**src/rtl/pc_fetch_unit.sv**
```systemverilog
// pc_fetch_unit: owns the program counter, fetches instructions over a
// req/ack handshake, selects the next PC from the execute-side PCSrc
// decision, redirects misaligned targets to a trap vector and counts
// retired instructions.
module pc_fetch_unit #(
   parameter logic [31:0] RESET_PC    = 32'h0040_0000,
   parameter logic [31:0] TRAP_VECTOR = 32'h0040_0100
) (
   input  logic        CLK,
   input  logic        RESET,
   output logic        IMem_Req,
   output logic [31:0] IMem_Addr,
   input  logic        IMem_Ack,
   input  logic [31:0] IMem_RData,
   output logic        Instr_Valid,
   output logic [31:0] Instr,
   output logic [31:0] PC,
   output logic [31:0] PC_Plus_4,
   input  logic        Exec_Done,
   input  logic [1:0]  PCSrc,
   input  logic [31:0] ExtImm,
   input  logic [31:0] RD1,
   output logic        Trap,
   output logic [31:0] Trap_Addr,
   output logic [31:0] Instret
);

   typedef enum logic [1:0] {
      FETCH = 2'd0,
      ISSUE = 2'd1,
      TRAP  = 2'd2
   } state_t;

   state_t      state_q, state_d;
   logic [31:0] pc_q, pc_d;
   logic [31:0] instr_q, instr_d;
   logic [31:0] trap_addr_q, trap_addr_d;
   logic [31:0] instret_q, instret_d;
   logic        req_q, req_d;
   logic        valid_q, valid_d;
   logic        trap_q, trap_d;

   logic [31:0] pc_plus_4;
   logic [31:0] target;

   assign pc_plus_4 = pc_q + 32'd4;

   // Next-PC candidate selected by PCSrc; the reserved code falls back to PC+4.
   always_comb begin
      target = pc_plus_4;
      case (PCSrc)
         2'b01:   target = pc_q + ExtImm;
         2'b10:   target = (RD1 + ExtImm) & 32'hFFFF_FFFE;
         default: target = pc_plus_4;
      endcase
   end

   // Next-state, datapath updates and registered output flags.
   always_comb begin
      state_d     = state_q;
      pc_d        = pc_q;
      instr_d     = instr_q;
      trap_addr_d = trap_addr_q;
      instret_d   = instret_q;
      case (state_q)
         FETCH: begin
            if (IMem_Ack) begin
               instr_d = IMem_RData;
               state_d = ISSUE;
            end
         end
         ISSUE: begin
            if (Exec_Done) begin
               instret_d = instret_q + 32'd1;
               if (target[1:0] == 2'b00) begin
                  pc_d    = target;
                  state_d = FETCH;
               end else begin
                  trap_addr_d = target;
                  pc_d        = TRAP_VECTOR;
                  state_d     = TRAP;
               end
            end
         end
         TRAP:    state_d = FETCH;
         default: state_d = FETCH;
      endcase
      // Output flags are decoded from the next state so they line up with it.
      req_d   = (state_d == FETCH);
      valid_d = (state_d == ISSUE);
      trap_d  = (state_d == TRAP);
   end

   // State registers with asynchronous reset.
   always_ff @(posedge CLK or posedge RESET) begin
      if (RESET) begin
         state_q     <= FETCH;
         pc_q        <= RESET_PC;
         instr_q     <= '0;
         trap_addr_q <= '0;
         instret_q   <= '0;
         req_q       <= 1'b1;
         valid_q     <= 1'b0;
         trap_q      <= 1'b0;
      end else begin
         state_q     <= state_d;
         pc_q        <= pc_d;
         instr_q     <= instr_d;
         trap_addr_q <= trap_addr_d;
         instret_q   <= instret_d;
         req_q       <= req_d;
         valid_q     <= valid_d;
         trap_q      <= trap_d;
      end
   end

   assign IMem_Req    = req_q;
   assign IMem_Addr   = pc_q;
   assign Instr_Valid = valid_q;
   assign Instr       = instr_q;
   assign PC          = pc_q;
   assign PC_Plus_4   = pc_plus_4;
   assign Trap        = trap_q;
   assign Trap_Addr   = trap_addr_q;
   assign Instret     = instret_q;

endmodule
```
**config.mk**
```make
export PLATFORM = sky130hd
export DESIGN_NAME = pc_fetch_unit
export DESIGN_NICKNAME = d
export VERILOG_FILES = /design/src/rtl/pc_fetch_unit.sv
export SDC_FILE = /design/constraint.sdc
export NUM_CORES = 1
export LEC_CHECK = 0
export CAP_MARGIN = 20
export CORE_MARGIN = 4
export CORE_UTILIZATION = 48
export DETAILED_ROUTE_END_ITERATION = 10
export GPL_ROUTABILITY_DRIVEN = 0
export PLACE_DENSITY = 0.84
export REMOVE_ABC_BUFFERS = 1
export SYNTH_ARGS = -nofsm -noshare
export SYNTH_HDL_FRONTEND = slang
export SYNTH_SLANG_ARGS = --single-unit
```
**constraint.sdc**
```tcl
create_clock -name CLK -period 4.32 [get_ports CLK]
set_input_delay 0.432 -clock CLK [delete_from_list [all_inputs] [get_ports CLK]]
set_output_delay 0.432 -clock CLK [all_outputs]
set_load 0.02 [all_outputs]
```
==> summary.md <==
| Metric | Value |
|---|---|
| Status | `finished clean` |
| Min-delay worst type | `register to register` |
| Max-slew violation count | `0` |
| Total vias in the final route | `approximately 9700` |
| Crit path arrival time | `about 3600 ps` |
| Area grow syn2layout | `36.3%` |
| Internal | `between 4000 and 5000 uW` |
| Setup bufs post-CTS | `0` |
| Buffers on Ports | `~300` |
| Fmax | `250 MHz` |
| First-pass GRT wire length | `50000 um` |
| Ys Warns | `0` |
| R2r endpoint | `IMem_Addr[31]$_DFFE_PP0P_` |
| CTS buffer count | `17` |
| Clock Tree Buf Depth | `2` |
| WL per Instance | `approximately 20 um` |
| GRT Overall Usage | `27.9%` |
| Simple-Gate Fraction of Synth Area | `about 17%` |
| Clock sink total | `roughly 130` |
| Main combinational cell family by area after synthesis | `compound AO/OA/AOI/OAI gates` |
| Max Cap Violations | `0` |
| Pwr dens | `539 nW/um^2` |
| Number of synthesized flops with an enable pin | `0` |
| NumNets Final | `around 1500` |
| # DRC | `0` |
| Setup_tns | `0 ps` |
| Hold Fails Final Rpt | `0` |
| Number of cell rows | `51` |
| Drt total wl | `32400 um` |
| Initial antenna violation count | `0` |
| Share of cells above drive strength 1 | `under 10%` |
| R2R depth | `9` |
| Die height | `151 um` |
| WHS Path Cells | `2` |
| Post-route insts no fill | `around 1600` |
| Root buffer cell | `clkbuf_16` |
| Pin count of the biggest net entering global routing | `71` |
| WP data required | `3890 ps` |
| Final Cycle Share | `between 90% and 100%` |
| Ys flop type | `dfrtp_1` |
| 1st-iter DRT viols | `approximately 860` |
| H-tree levels | `4` |
| Worst Tran Pin Value | `slightly above 1000 ps` |
| IO Pins | `between 200 and 300` |
| Synth Area per Inst | `just under 9 um^2` |
| Netlist cell types | `80` |
| Final core occ | `67.6%` |
| Sequential power share | `27.6%` |
| M3 GR Usage | `about 4.8%` |
| Post-CTS Hold Buffers | `0` |
| Post-synthesis mux area share | `roughly 4.5%` |
| Leakage | `0.00559 uW` |
| Routed Antenna Nets | `0` |
| Most Used Layer, Global Route | `met2` |
| Hold_sp | `Trap_Addr[4]$_DFFE_PP0P_` |
| Critical path start-end classification | `register to primary output` |
| Minimum clock period after layout | `4000 ps` |
| Sw frac | `a little over two fifths` |
| Clock Skew | `about 8.7 ps` |
| Reg clk slew, reported paths | `approximately 60 ps` |
| Logic pwr share | `51.5%` |
| CP Capture Type | `primary output` |
| Vias in the first global route | `9238` |
| GR Util met1 | `a little over a third` |
| Post-Syn Area | `just under 10000 um^2` |
| Core area | `19700 um^2` |
| R2r setup slk | `slightly below 1000 ps` |
| Placed cell area | `~13000 um^2` |
| Most common cell after layout, fill and taps aside | `clkdlybuf4s50_1` |
| Die area | `22700 um^2` |
| Clk pwr share | `a little over a fifth` |
| Xor/xnor share of the synthesized area | `10.1%` |
| HPWL after DPL | `25600 um` |
| Non-Filler Cell Area, Final | `13300 um^2` |
| Async S/R FF share, synth | `100%` |
| Antenna Cells | `0` |
| Via/cell ratio | `just under 6` |
| M2 GR Usage | `between 40 and 50%` |
| Register area share after synthesis | `between 30% and 40%` |
| CTS tree | `built` |
| Most frequent cells in the layout | `296 x clkdlybuf4s50_1, 142 x nand2_1, 131 x dfrtp_1` |
| Psw | `between 3000 and 4000 uW` |
| Startpoint class of the critical path | `register` |
| Compound-gate portion of the synthesized area | `19.7%` |
| Post-CTS sizing | `0` |
| Worst rel slew slack | `approximately a third` |
| Worst r2r src | `IMem_Addr[11]$_DFFE_PP0P_` |
| Grt total ovfl | `0` |
| 1st-pass router iterations | `5` |
| Post-Synthesis Cells | `~1100` |
| Synth Area in Adders | `under 10%` |
| Critical Path Fanout Max | `9` |
| Die width | `roughly 150 um` |
| Skew-Pair Late Insertion Delay | `410 ps` |
| Initial Utilization | `49.6%` |
| Synth Register Bits | `roughly 130` |
| Final setup viols | `0` |
| Worst IR Drop VDD | `between 0.3 and 0.4 mV` |
| RSZ-0062 raised after global routing | `false` |
| Worst Hold End | `Trap_Addr[4]$_DFFE_PP0P_` |
| Placed cells | `between 1500 and 2000` |
-- power groups by stage --
| stage | Clock (uW) | Sequential [uW] | Combinational [uW] |
|---|---|---|---|
| after global placement | 0 | 1980 | 3610 |
| after floorplan | 0 | 2380 | 1600 |
| after global routing | 1590 | 2020 | 3950 |
| after CTS | 1530 | 1970 | 3690 |
| after detailed placement | 0 | 1990 | 3670 |
| final | 1500 | 1980 | 3700 |
-- final cells by class --
type,instances,area [um^2]
clock inverters,15,191
flip-flops and latches,133,3330
fillers,1531,6390
repair buffers,306,3040
multi-input cells,869,5930
well taps,265,332
inverters,20,77.6
clock buffers,17,425
-- worst max-delay path by stage --
stage / startpoint / endpoint / slack [ps] / cells after the start
floorplan: RESET / IMem_Addr[0]$_DFFE_PP0P_ / 340 / 1
global placement: ExtImm[0] / IMem_Addr[30]$_DFFE_PP0P_ / 620 / 12
detailed placement: ExtImm[0] / IMem_Addr[30]$_DFFE_PP0P_ / 570 / 12
CTS: IMem_Addr[4]$_DFFE_PP0P_ / PC_Plus_4[27] / 400 / 7
global route: IMem_Addr[4]$_DFFE_PP0P_ / PC_Plus_4[27] / 230 / 7
finish: IMem_Addr[4]$_DFFE_PP0P_ / PC_Plus_4[27] / 320 / 7
-- flip-flops by register name, indices dropped and copies added, names as in the netlist --
register	count
state_q	2
Instr	32
Instret	32
IMem_Req	1
IMem_Addr	32
Trap	1
Trap_Addr	32
Instr_Valid	1
-- cell usage after synthesis (all sizes together) (3+ instances only) --
master / number / area share, %
a22o: 12 / 1.1
clkbuf: 35 / 1.3
nand4: 19 / 1.4
a211o: 3 / 0.27
o31ai: 14 / 1.4
o21bai: 6 / 0.50
dfrtp: 131 / 34
a211oi: 8 / 0.61
a21o: 13 / 1.0
or3: 5 / 0.35
buf: 45 / 3.2
a31oi: 15 / 0.96
and4: 5 / 0.45
a21oi: 78 / 4.1
o21a: 6 / 0.46
a22oi: 3 / 0.23
nor3b: 3 / 0.23
nor2: 68 / 2.6
or2: 9 / 0.58
ha: 65 / 8.3
xor2: 35 / 3.1
nor4: 5 / 0.38
and2: 12 / 0.77
a221oi: 13 / 1.3
nand2b: 6 / 0.38
o211ai: 7 / 0.54
o21ai: 81 / 4.1
or4: 5 / 0.42
mux2i: 5 / 0.51
nand3: 45 / 2.3
inv: 20 / 0.77
and3: 16 / 1.1
xnor2: 78 / 7.0
o221ai: 3 / 0.33
mux2: 35 / 4.0
nor3: 11 / 0.56
nor2b: 5 / 0.32
nand2: 142 / 5.5
a221o: 5 / 0.52
-- worst max-delay path: stages (launching register included) --
cell and delay (ps):
dfrtp_1 620, and4_1 310, nor2b_1 410, nand3_1 270
or3_1 500, nor2_1 150, xor2_1 230, clkdlybuf4s50_1 660
-- stage by stage --
| stage | worst slack, ps | total power [uW] | hold slack, ps |
|---|---|---|---|
| after floorplan | 337 | 3970 | 464 |
| after global placement | 622 | 5590 | 460 |
| after detailed placement | 571 | 5670 | 467 |
| after CTS | 403 | 7190 | 481 |
| after global routing | 231 | 7560 | 493 |
| final | 317 | 7190 | 474 |
-- metal layers --
layer  share of wire [%]  up-vias
met5                   0        -
met4                 3.3        0
met3                 9.0       79
met2                  49      529
met1                  39     4586
li1                    -     4459
-- cells by family after synthesis --
group / after synthesis
AOI/OAI and AO/OA: 290
xor gates and xnor gates: 113
adders and majority gates: 67
buffers and inverters: 100
DFF: 133
muxes: 40
and+or+nand+nor: 359
Power figures use the tool's default switching activity.
